==> config.mk <==
export PLATFORM = sky130hd
export DESIGN_NAME = phy_rx_lanes_flat
export DESIGN_NICKNAME = d
export VERILOG_FILES = /design/src/rtl/phy_rx_lanes_pkg.sv /design/src/rtl/phy_rx_lanes_if.sv /design/src/rtl/phy_rx_idle_ser.sv /design/src/rtl/phy_rx_lanes.sv /design/src/flat_wrapper.sv
export SDC_FILE = /design/constraint.sdc
export NUM_CORES = 1
export LEC_CHECK = 0
export ABC_CLOCK_PERIOD_IN_PS = 1900
export CAP_MARGIN = 15
export CORE_ASPECT_RATIO = 1.2
export CORE_MARGIN = 3
export CORE_UTILIZATION = 43
export CTS_BUF_LIST = sky130_fd_sc_hd__clkbuf_16
export CTS_CLUSTER_DIAMETER = 40
export DETAILED_ROUTE_END_ITERATION = 7
export PLACE_DENSITY = 0.67
export SLEW_MARGIN = 40
export SYNTH_ARGS = -nofsm -noshare
export SYNTH_HDL_FRONTEND = slang
export SYNTH_SLANG_ARGS = --single-unit
export TNS_END_PERCENT = 10
==> constraint.sdc <==
create_clock -name clk32f -period 1.9 [get_ports clk32f]
set_input_delay 0.38 -clock clk32f [delete_from_list [all_inputs] [get_ports clk32f]]
set_output_delay 0.38 -clock clk32f [all_outputs]
set_load 0.02 [all_outputs]
==> src/rtl/phy_rx_lanes_pkg.sv <==
// phy_rx_lanes_pkg
//   Shared definitions for the receive PHY slice:
//   - rx_state_e   : alignment FSM encoding (HUNT / SYNC / ACTIVE)
//   - DEF_COM_SYM  : default comma / alignment symbol
//   - DEF_IDLE_SYM : default symbol returned while the link is active
//   - ptr_w/cnt_w  : width helpers for lane pointer and run/gap counters
package phy_rx_lanes_pkg;

  typedef enum logic [1:0] {
    ST_HUNT   = 2'd0,
    ST_SYNC   = 2'd1,
    ST_ACTIVE = 2'd2
  } rx_state_e;

  localparam logic [7:0] DEF_COM_SYM  = 8'hBC;
  localparam logic [7:0] DEF_IDLE_SYM = 8'h7C;

  // Width of an index selecting one of n items (at least 1 bit).
  function automatic int ptr_w(input int n);
    return (n > 1) ? $clog2(n) : 1;
  endfunction

  // Width of a counter that must hold values 0..max_cnt inclusive.
  function automatic int cnt_w(input int max_cnt);
    return (max_cnt > 0) ? $clog2(max_cnt + 1) : 1;
  endfunction

endpackage

==> src/rtl/phy_rx_lanes_if.sv <==
// phy_rx_lanes_if
//   Parallel-side bundle of the receive PHY.
//   out_data  : LANES*WIDTH lane registers, lane k at [k*WIDTH +: WIDTH]
//   out_valid : per-lane one-cycle write pulse
//   out_frame : one-cycle pulse when the last lane is written
//   active    : link active
//   locked    : byte boundary found (SYNC or ACTIVE)
//   master modport drives the bundle (PHY side), slave modport observes it.
interface phy_rx_lanes_if #(
  parameter int LANES = 4,
  parameter int WIDTH = 8
);
  logic [LANES*WIDTH-1:0] out_data;
  logic [LANES-1:0]       out_valid;
  logic                   out_frame;
  logic                   active;
  logic                   locked;

  modport master (output out_data, output out_valid, output out_frame,
                  output active, output locked);
  modport slave  (input out_data, input out_valid, input out_frame,
                  input active, input locked);
endinterface

==> src/rtl/phy_rx_idle_ser.sv <==
// phy_rx_idle_ser
//   Free-running return serializer. Emits COM_SYM while the link is not
//   active and IDLE_SYM once it is, MSB first, one bit per clk32f cycle.
//   The symbol choice is sampled only at its own word boundary, so a
//   symbol is never mixed. Its framing is independent of receive alignment.
//   Ports: clk32f (bit clock), reset (async, active-low), active (link
//   state), out_rx_tx (registered serial output, 0 in reset).
module phy_rx_idle_ser
  import phy_rx_lanes_pkg::*;
#(
  parameter int               WIDTH    = 8,
  parameter logic [WIDTH-1:0] COM_SYM  = WIDTH'(DEF_COM_SYM),
  parameter logic [WIDTH-1:0] IDLE_SYM = WIDTH'(DEF_IDLE_SYM)
) (
  input  logic clk32f,
  input  logic reset,
  input  logic active,
  output logic out_rx_tx
);
  localparam int BW = ptr_w(WIDTH);

  logic [BW-1:0]    cnt_q, cnt_d;
  logic [WIDTH-2:0] shreg_q, shreg_d;
  logic             tx_q, tx_d;
  logic [WIDTH-1:0] word;

  always_comb begin
    word    = active ? IDLE_SYM : COM_SYM;
    cnt_d   = (cnt_q == BW'(WIDTH - 1)) ? '0 : cnt_q + 1'b1;
    // Count 0 is the boundary: launch the MSB and park the rest.
    if (cnt_q == '0) begin
      tx_d    = word[WIDTH-1];
      shreg_d = word[WIDTH-2:0];
    end else begin
      tx_d    = shreg_q[WIDTH-2];
      shreg_d = {shreg_q[WIDTH-3:0], 1'b0};
    end
  end

  always_ff @(posedge clk32f or negedge reset) begin
    if (!reset) begin
      cnt_q   <= '0;
      shreg_q <= '0;
      tx_q    <= 1'b0;
    end else begin
      cnt_q   <= cnt_d;
      shreg_q <= shreg_d;
      tx_q    <= tx_d;
    end
  end

  assign out_rx_tx = tx_q;
endmodule

==> src/rtl/phy_rx_lanes.sv <==
// phy_rx_lanes
//   Bit-rate receive PHY: hunts for COM on every bit, confirms alignment
//   with COM_CNT consecutive COMs, then distributes data words round-robin
//   over LANES lane registers. COM while active restarts the lane group.
//   Optional macro PHY_RX_LOSS_DET_EN: drop back to HUNT when more than
//   MAX_GAP data words arrive without a COM.
//   Ports: clk32f (bit clock), reset (async, active-low), in (serial data,
//   MSB first), out_rx_tx (return stream), rx (parallel bundle, master).
module phy_rx_lanes
  import phy_rx_lanes_pkg::*;
#(
  parameter int               LANES    = 4,
  parameter int               WIDTH    = 8,
  parameter logic [WIDTH-1:0] COM_SYM  = WIDTH'(DEF_COM_SYM),
  parameter logic [WIDTH-1:0] IDLE_SYM = WIDTH'(DEF_IDLE_SYM),
  parameter int               COM_CNT  = 4,
  parameter int               MAX_GAP  = 64
) (
  input  logic           clk32f,
  input  logic           reset,
  input  logic           in,
  output logic           out_rx_tx,
  phy_rx_lanes_if.master rx
);
  localparam int LPW = ptr_w(LANES);
  localparam int BW  = ptr_w(WIDTH);
  localparam int CW  = cnt_w(COM_CNT);

  if (LANES < 2 || (LANES & (LANES - 1)) != 0 || WIDTH < 3 ||
      COM_CNT < 1 || COM_CNT > 15 || MAX_GAP < 1) begin : g_param_err
    $error("phy_rx_lanes: illegal parameter set");
  end

  rx_state_e        state_q, state_d;
  logic [WIDTH-2:0] sh_q;
  logic [BW-1:0]    bitcnt_q, bitcnt_d;
  logic [CW-1:0]    comcnt_q, comcnt_d;
  logic [LPW-1:0]   lane_ptr_q, lane_ptr_d;
  logic             frame_q, frame_d;
  logic [WIDTH-1:0] cand;
  logic             is_com, word_done, wr_en, gap_over;
  logic             active_o, locked_o;

  // The word that ends on this edge includes the bit being sampled now.
  assign cand      = {sh_q, in};
  assign is_com    = (cand == COM_SYM);
  assign word_done = (bitcnt_q == BW'(WIDTH - 1));

`ifdef PHY_RX_LOSS_DET_EN
  localparam int GW = cnt_w(MAX_GAP);
  logic [GW-1:0] gap_q, gap_d;

  assign gap_over = (gap_q >= GW'(MAX_GAP));

  always_comb begin
    gap_d = gap_q;
    if (state_q != ST_ACTIVE) begin
      gap_d = '0;
    end else if (word_done) begin
      gap_d = (is_com || gap_over) ? '0 : gap_q + 1'b1;
    end
  end

  always_ff @(posedge clk32f or negedge reset) begin
    if (!reset) gap_q <= '0;
    else        gap_q <= gap_d;
  end
`else
  assign gap_over = 1'b0;
`endif

  // State register and receive datapath registers.
  always_ff @(posedge clk32f or negedge reset) begin
    if (!reset) begin
      state_q    <= ST_HUNT;
      sh_q       <= '0;
      bitcnt_q   <= '0;
      comcnt_q   <= '0;
      lane_ptr_q <= '0;
      frame_q    <= 1'b0;
    end else begin
      state_q    <= state_d;
      sh_q       <= cand[WIDTH-2:0];
      bitcnt_q   <= bitcnt_d;
      comcnt_q   <= comcnt_d;
      lane_ptr_q <= lane_ptr_d;
      frame_q    <= frame_d;
    end
  end

  // Next-state logic.
  always_comb begin
    state_d    = state_q;
    bitcnt_d   = bitcnt_q;
    comcnt_d   = comcnt_q;
    lane_ptr_d = lane_ptr_q;
    wr_en      = 1'b0;
    unique case (state_q)
      ST_HUNT: begin
        bitcnt_d   = '0;
        lane_ptr_d = '0;
        if (is_com) begin
          comcnt_d = CW'(1);
          state_d  = (COM_CNT == 1) ? ST_ACTIVE : ST_SYNC;
        end
      end
      ST_SYNC: begin
        bitcnt_d = word_done ? '0 : bitcnt_q + 1'b1;
        if (word_done) begin
          if (is_com) begin
            comcnt_d = comcnt_q + 1'b1;
            if (comcnt_q + 1'b1 == CW'(COM_CNT)) state_d = ST_ACTIVE;
          end else begin
            state_d  = ST_HUNT;
            comcnt_d = '0;
          end
        end
      end
      ST_ACTIVE: begin
        bitcnt_d = word_done ? '0 : bitcnt_q + 1'b1;
        if (word_done) begin
          if (is_com) begin
            lane_ptr_d = '0;
          end else if (gap_over) begin
            // Overflowing word is dropped together with the alignment.
            state_d    = ST_HUNT;
            lane_ptr_d = '0;
            comcnt_d   = '0;
            bitcnt_d   = '0;
          end else begin
            wr_en      = 1'b1;
            lane_ptr_d = lane_ptr_q + 1'b1;  // LANES is a power of two
          end
        end
      end
      default: state_d = ST_HUNT;
    endcase
  end

  // Output decode.
  always_comb begin
    active_o = (state_q == ST_ACTIVE);
    locked_o = (state_q != ST_HUNT);
    frame_d  = wr_en && (lane_ptr_q == LPW'(LANES - 1));
  end

  // Per-lane data register and valid pulse.
  for (genvar gi = 0; gi < LANES; gi++) begin : g_lane
    logic             lane_wr;
    logic [WIDTH-1:0] data_q, data_d;
    logic             valid_q;

    assign lane_wr = wr_en && (lane_ptr_q == LPW'(gi));

    always_comb begin
      data_d = lane_wr ? cand : data_q;
    end

    always_ff @(posedge clk32f or negedge reset) begin
      if (!reset) begin
        data_q  <= '0;
        valid_q <= 1'b0;
      end else begin
        data_q  <= data_d;
        valid_q <= lane_wr;
      end
    end

    assign rx.out_data[gi*WIDTH +: WIDTH] = data_q;
    assign rx.out_valid[gi]               = valid_q;
  end

  assign rx.out_frame = frame_q;
  assign rx.active    = active_o;
  assign rx.locked    = locked_o;

  phy_rx_idle_ser #(
    .WIDTH    (WIDTH),
    .COM_SYM  (COM_SYM),
    .IDLE_SYM (IDLE_SYM)
  ) u_idle_ser (
    .clk32f    (clk32f),
    .reset     (reset),
    .active    (active_o),
    .out_rx_tx (out_rx_tx)
  );
endmodule

==> src/flat_wrapper.sv <==
// flat-port wrapper written by rule: the top's interface ports become plain ports
module phy_rx_lanes_flat import phy_rx_lanes_pkg::*;
#(
  parameter int               LANES    = 4,
  parameter int               WIDTH    = 8,
  parameter logic [WIDTH-1:0] COM_SYM  = WIDTH'(DEF_COM_SYM),
  parameter logic [WIDTH-1:0] IDLE_SYM = WIDTH'(DEF_IDLE_SYM),
  parameter int               COM_CNT  = 4,
  parameter int               MAX_GAP  = 64
)
  (clk32f, reset, in, out_rx_tx, rx_out_data, rx_out_valid, rx_out_frame, rx_active, rx_locked);
  phy_rx_lanes_if #(.LANES(LANES), .WIDTH(WIDTH)) rx_i ();
  input  logic clk32f;
  input  logic reset;
  input  logic in;
  output logic out_rx_tx;
  output wire logic [$bits(rx_i.out_data)-1:0] rx_out_data;
  output wire logic [$bits(rx_i.out_valid)-1:0] rx_out_valid;
  output wire logic [$bits(rx_i.out_frame)-1:0] rx_out_frame;
  output wire logic [$bits(rx_i.active)-1:0] rx_active;
  output wire logic [$bits(rx_i.locked)-1:0] rx_locked;
  assign rx_out_data = rx_i.out_data;
  assign rx_out_valid = rx_i.out_valid;
  assign rx_out_frame = rx_i.out_frame;
  assign rx_active = rx_i.active;
  assign rx_locked = rx_i.locked;
  phy_rx_lanes #(.LANES(LANES), .WIDTH(WIDTH), .COM_SYM(COM_SYM), .IDLE_SYM(IDLE_SYM), .COM_CNT(COM_CNT), .MAX_GAP(MAX_GAP)) u_core (.clk32f(clk32f), .reset(reset), .in(in), .out_rx_tx(out_rx_tx), .rx(rx_i));
endmodule
# After elaboration in Yosys (flattened, before gate mapping)
# Index checks and enable logic that the tools add are counted.
word_totals:
  input_bits: 3
  output_inout_bits: 40
  elab_cells: 70
  reg_bits: 64
op_classes:
  n_eq_ne: 13
  mux: 21
  bitwise: 1
  add_sub_neg: 4
  reduce_logical: 15
ops:
  columns: ["cell", "count"]
  rows:
  - ["3-bit 2-to-1 mux", 5]
  - ["2-bit 2-to-1 mux", 6]
  - ["3-bit case mux with 2 select lines", 2]
  - ["3-bit by 1-bit adder with 3-bit output (second input constant)", 3]
  - ["3-bit equality test (second input constant)", 3]
  - ["8-bit equality test (second input constant)", 1]
  - ["8-bit 2-to-1 mux", 1]
  - ["2-bit nonzero test", 4]
  - ["7-bit 2-to-1 mux", 1]
  - ["2-bit equality test (second input constant)", 3]
  - ["2-bit by 1-bit inequality test with 1-bit output (second input constant)", 3]
  - ["2-bit case mux with 3 select lines", 1]
  - ["2-bit by 1-bit equality test with 1-bit output (second input constant)", 2]
  - ["1-bit logical AND", 4]
  - ["2-bit logical NOT", 2]
  - ["1-bit 2-to-1 mux", 4]
  - ["2-bit case mux with 2 select lines", 1]
  - ["4-bit AND reduction", 1]
  - ["3-bit logical NOT", 1]
  - ["3-bit inequality test (second input constant)", 1]
  - ["3-bit AND reduction", 1]
  - ["2-bit by 1-bit adder with 2-bit output (second input constant)", 1]
  - ["2-bit AND reduction", 1]
  - ["2-bit OR reduction", 1]
  - ["1-bit NOT", 1]

# Logic depth before layout (Yosys ltp)
logic_depth:
  ltp_word: 6
  ltp_mapped: 6
  mapped_depth_nobuf: 6

# Cells and area by module
# A second synthesis with hierarchy kept.
unflattened:
  hier_cells: 187
  hier_area_um2: 2610.0
modules_own_cells:
  columns: ["module", "seq_area_each_um2", "cells_per_inst", "instances", "area_each_um2"]
  rows:
  - ["phy_rx_lanes", 1326.3, 164, 1, 2267.2]
  - ["phy_rx_idle_ser", 225.2, 23, 1, 342.8]

# Least setup slack after synthesis
# Ideal clock, no wire load.
synth_timing:
  path_kind: "reg2reg"
  from: "register u_core.state_q[0]"
  to: "register u_core.g_lane[0].data_q[0]"
  synth_period_minus_slack_ns: 1.842
  path_slack_ns: 0.058
  required_ns: 1.775
  stages_incl_launch_ff: 6
  arrival_time_ns: 1.717
  setup_time_ns: 0.125
  path_buffers: 1
  path_cell_list: "dfrtp_1 > inv_1 > ha_1 > clkbuf_1 > nand4_2 > mux2_2"
synth_between:
  elab_chain_cells: 3
synth_lines:
  columns: ["element", "line_no", "rtl"]
  rows:
  - ["from (decl)", "phy_rx_lanes.sv:34", "rx_state_e state_q, state_d;"]
  - ["from (signal assigned)", "phy_rx_lanes.sv:82", "state_q <= state_d;"]
  - ["2-bit equality test", null, null]
  - ["via rx_active", "flat_wrapper.sv:20", "output wire logic [$bits(rx_i.active)-1:0] rx_active;"]
  - ["1-bit 2-to-1 mux", "phy_rx_lanes.sv:98", "unique case (state_q)"]
  - ["1-bit logical AND", "phy_rx_lanes.sv:153", "assign lane_wr = wr_en && (lane_ptr_q == LPW'(gi));"]
  - ["to (signal assigned)", "phy_rx_lanes.sv:164", "data_q <= data_d;"]
  - ["to (decl)", "phy_rx_lanes.sv:150", "logic [WIDTH-1:0] data_q, data_d;"]
# The timed path passes the listed nets, and every way through them passes these cells.
# A chain may end at the register's enable or synchronous reset.

# Worst setup path after layout
layout_timing:
  from: "register u_core.state_q[0]"
  to: "register u_core.g_lane[0].data_q[3]"
layout_between:
  elab_chain_cells: 3
layout_lines:
  columns: ["element", "line_no"]
  rows:
  - ["2-bit equality test", "phy_rx_lanes.sv:98"]
  - ["1-bit 2-to-1 mux", "phy_rx_lanes.sv:98"]
  - ["1-bit logical AND", "phy_rx_lanes.sv:153"]
# No other way between the ends.

==> results.sh <==
export IMPL_outcome="finished clean"
export IMPL_grt_pass1_vias=1748
export IMPL_antenna_cells=0
export IMPL_remaining_drc_errors=0
export IMPL_initial_core_util_pct=45.1
export IMPL_synth_top_area_cell="dfrtp_1"
export IMPL_syn_avg_cell_area_um2=13.8
export IMPL_finalClockSkew_ps=6.16
export IMPL_min_delay_path_depth=1
export IMPL_clock_path_buffers=2
export IMPL_grtUsageMet2_pct=24.9
export IMPL_critPathRequiredTime_ps=2100
export IMPL_endpoint_kind="flip-flop"
export IMPL_ant_nets=0
export IMPL_cpPeakStageDelay_ps=430
export IMPL_syn2layout_area_growth_pct=32.9
export IMPL_track_usage_pct=15.5
export IMPL_dr_total_vias=1651
export IMPL_crit_fanout=11
export IMPL_tightest_slew_ps=387
export IMPL_synth_edf_count=0
export IMPL_dp_final_hpwl_um=3440
export IMPL_reg2reg_depth=5
export IMPL_synthTopCellsByCount="62 x dfrtp_1, 33 x mux2_2, 15 x ha_1"
export IMPL_crit_chain="inv_1 -> ha_1 -> buf_4 -> nand4_2 -> mux2_2"
export IMPL_final_nets=268
export IMPL_cts_tree="done"
export IMPL_ys_async_sr_fraction_pct=100
export IMPL_wire_per_inst_um=14.7
export IMPL_globalplace_congestion=0.827
export IMPL_vias_per_cell=4.94
export IMPL_finalCritPeriodShare_pct=91.5
export IMPL_worst_path_dominant_cell_family="flip-flops"
export IMPL_cp_start_kind="flip-flop"
export IMPL_nFillCells=522
export IMPL_synth_top_area_share_pct=59.5
export IMPL_drt_iter0_markers=64
export IMPL_fp_dieW_um=77.1
export IMPL_drive_gt1_share_pct=28.7
export IMPL_synthCells=189
export IMPL_routed_wl_um=4920
export IMPL_max_cap_viol_count=0
export IMPL_hold_class="flip-flop to flip-flop"
export IMPL_cts_setup_buffers=0
export IMPL_ir_worst_vdd_mv=0.520
export IMPL_ys_seq_area_share_pct=59.5
export IMPL_grt_overflow_total=0
export IMPL_path_depth=5
export IMPL_grt_util_met1_pct=19.1
export IMPL_ys_types=37
export IMPL_slew_headroom_pct=74.1
export IMPL_synth_seq_cells=62
export IMPL_rows=30
export IMPL_rsz0062_at_grt="no"
export IMPL_core_area_um2=5780
export IMPL_arrival_ps=1930
export IMPL_crit_slowest_cell="dfrtp_1"
export IMPL_path_clk_slew_ps=50
export IMPL_min_period_ps=1740
export IMPL_synth_most_common_cell="dfrtp_1"
export IMPL_final_util_pct=59.9
export IMPL_ys_flop_type="dfrtp_1"
export IMPL_antenna_found_initial=0
export IMPL_firstDrtPassIters=4
export IMPL_grt_busiest_layer="met2"
export IMPL_syn_num_nets=207
export IMPL_cts_root_buf="clkbuf_16"
export IMPL_grt_pass1_wl_um=8380
export IMPL_fmax_mhz=575
export IMPL_cts_sinks=62
export IMPL_power_mw=2.86
export IMPL_crit_buf_inv=2
export IMPL_die_h_um=91.3
export IMPL_cts_made_buffers=9
export IMPL_grt_use_met3_pct=5.36
export IMPL_top_level_ports=43
export IMPL_crit_type="flip-flop to flip-flop"
export IMPL_setup_viol=0
export IMPL_grt_start_max_net_pins=37
export IMPL_synth_area_leaders="dfrtp_1 60%, mux2_2 14%, ha_1 7.2%"
export IMPL_power_density_nw_per_um2=826
export IMPL_synth_yosys_warnings=0
export IMPL_cts_max_level=3
export IMPL_syn_area_um2=2610
export IMPL_clock_latency_ps=320
export IMPL_slew_violations=0
export IMPL_p_leak_nw=1.72
export IMPL_hold_viol=0
export IMPL_numPortBuffers=42
export IMPL_dieArea_um2=7040
[layout by cell type (no fill, tap or decap), types with 2 or more instances in the layout]
cell / synthesis / layout
inv_1: 14 / 15
a21oi_1: 3 / 3
dfrtp_1: 62 / 62
clkdlybuf4s50_1: 0 / 39
o21ai_0: 4 / 4
clkbuf_16: 0 / 9
nand4_2: 4 / 4
buf_4: 4 / 14
o211ai_1: 2 / 2
o22ai_1: 2 / 2
ha_1: 15 / 14
nand3_1: 2 / 2
a21o_1: 2 / 2
nor2_1: 3 / 3
nand2_1: 10 / 10
nand2b_1: 5 / 5
mux2_2: 33 / 33
a22o_1: 2 / 2
clkinv_2: 0 / 4
[cell families after synthesis]
logic type / synth area share (%)
buffers and inverters: 3.79
AND/OR/NAND/NOR: 8.97
flip-flops: 59.5
adder cells (fa/ha/maj): 7.20
AO/OA/AOI/OAI: 5.57
XOR/XNOR: 0.336
multiplexers: 14.6
[registers in the layout, indices dropped and copies added, names as in the netlist]
signal and cells:
u_core.state_q 2, u_core.g_lane.data_q 32, u_core.comcnt_q 3, u_core.u_idle_ser.out_rx_tx 1, u_core.sh_q 7, u_core.u_idle_ser.shreg_q 5, u_core.u_idle_ser.cnt_q 3, u_core.g_lane.valid_q 4
u_core.bitcnt_q 3, u_core.lane_ptr_q 2
[power breakdown]
group	switching [mW]	internal, mW	leakage [nW]
Combinational	0.0700	0.0456	0.772
Clock	0.538	0.858	0.132
Sequential	0.0158	1.34	0.816
Total	0.624	2.24	1.72
[through the flow]
step	TNS [ps]	area [µm²]	cells	setup WS, ps	hold WS, ps
after floorplan	0	2610	189	58.1	84.4
after global placement	-2950	3200	318	-123	258
after detailed placement	-4100	3200	318	-160	259
after CTS	0	3470	334	45.5	433
after global routing	0	3460	334	48.3	449
final	0	3460	334	162	432
[routing by layer]
metal	wire length, µm	up-vias
li1	-	788
met1	2190	835
met2	2520	26
met3	163	2
met4	40	0
met5	0	-
[worst register-to-register path: cells and delay by family, from the launching register on]
kind                     cells  cell delay, ps
adder cells (fa/ha/maj)      1             160
buffers and inverters        2             300
flip-flops                   1             430
multiplexers                 1             400
AND/OR/NAND/NOR              1             330
[final cells by class]
class | instances | area, µm² | area share [%]
sequential | 62 | 1550 | 44.8
multi-input combinational | 105 | 960 | 27.7
timing repair buffer | 58 | 544 | 15.7
clock buffer | 9 | 225 | 6.50
tap | 80 | 100 | 2.89
inverter | 14 | 52.6 | 1.52
clock inverter | 6 | 31.3 | 0.903
[what timing repair did]
action / 4_1_cts / 5_1_grt
endpoints found under the hold margin: 7 / 0
endpoints found under the setup margin: 2 / 19
resized for setup: 2 / 3
hold buffers: 1 / 0
[final timing paths]
kind / from / endpoint / slack (ps)
hold / removal: u_core.u_idle_ser.shreg_q[2] / u_core.u_idle_ser.shreg_q[3] / 430
setup reg to reg: u_core.state_q[0] / u_core.g_lane[0].data_q[3] / 160
setup / recovery: u_core.state_q[0] / u_core.g_lane[0].data_q[3] / 160
max in group asynchronous: reset / u_core.g_lane[3].data_q[2] / 930
min in group asynchronous: reset / u_core.g_lane[0].valid_q / 460
hold reg to reg: u_core.u_idle_ser.shreg_q[2] / u_core.u_idle_ser.shreg_q[3] / 430
(Power assumes the default switching activity.)
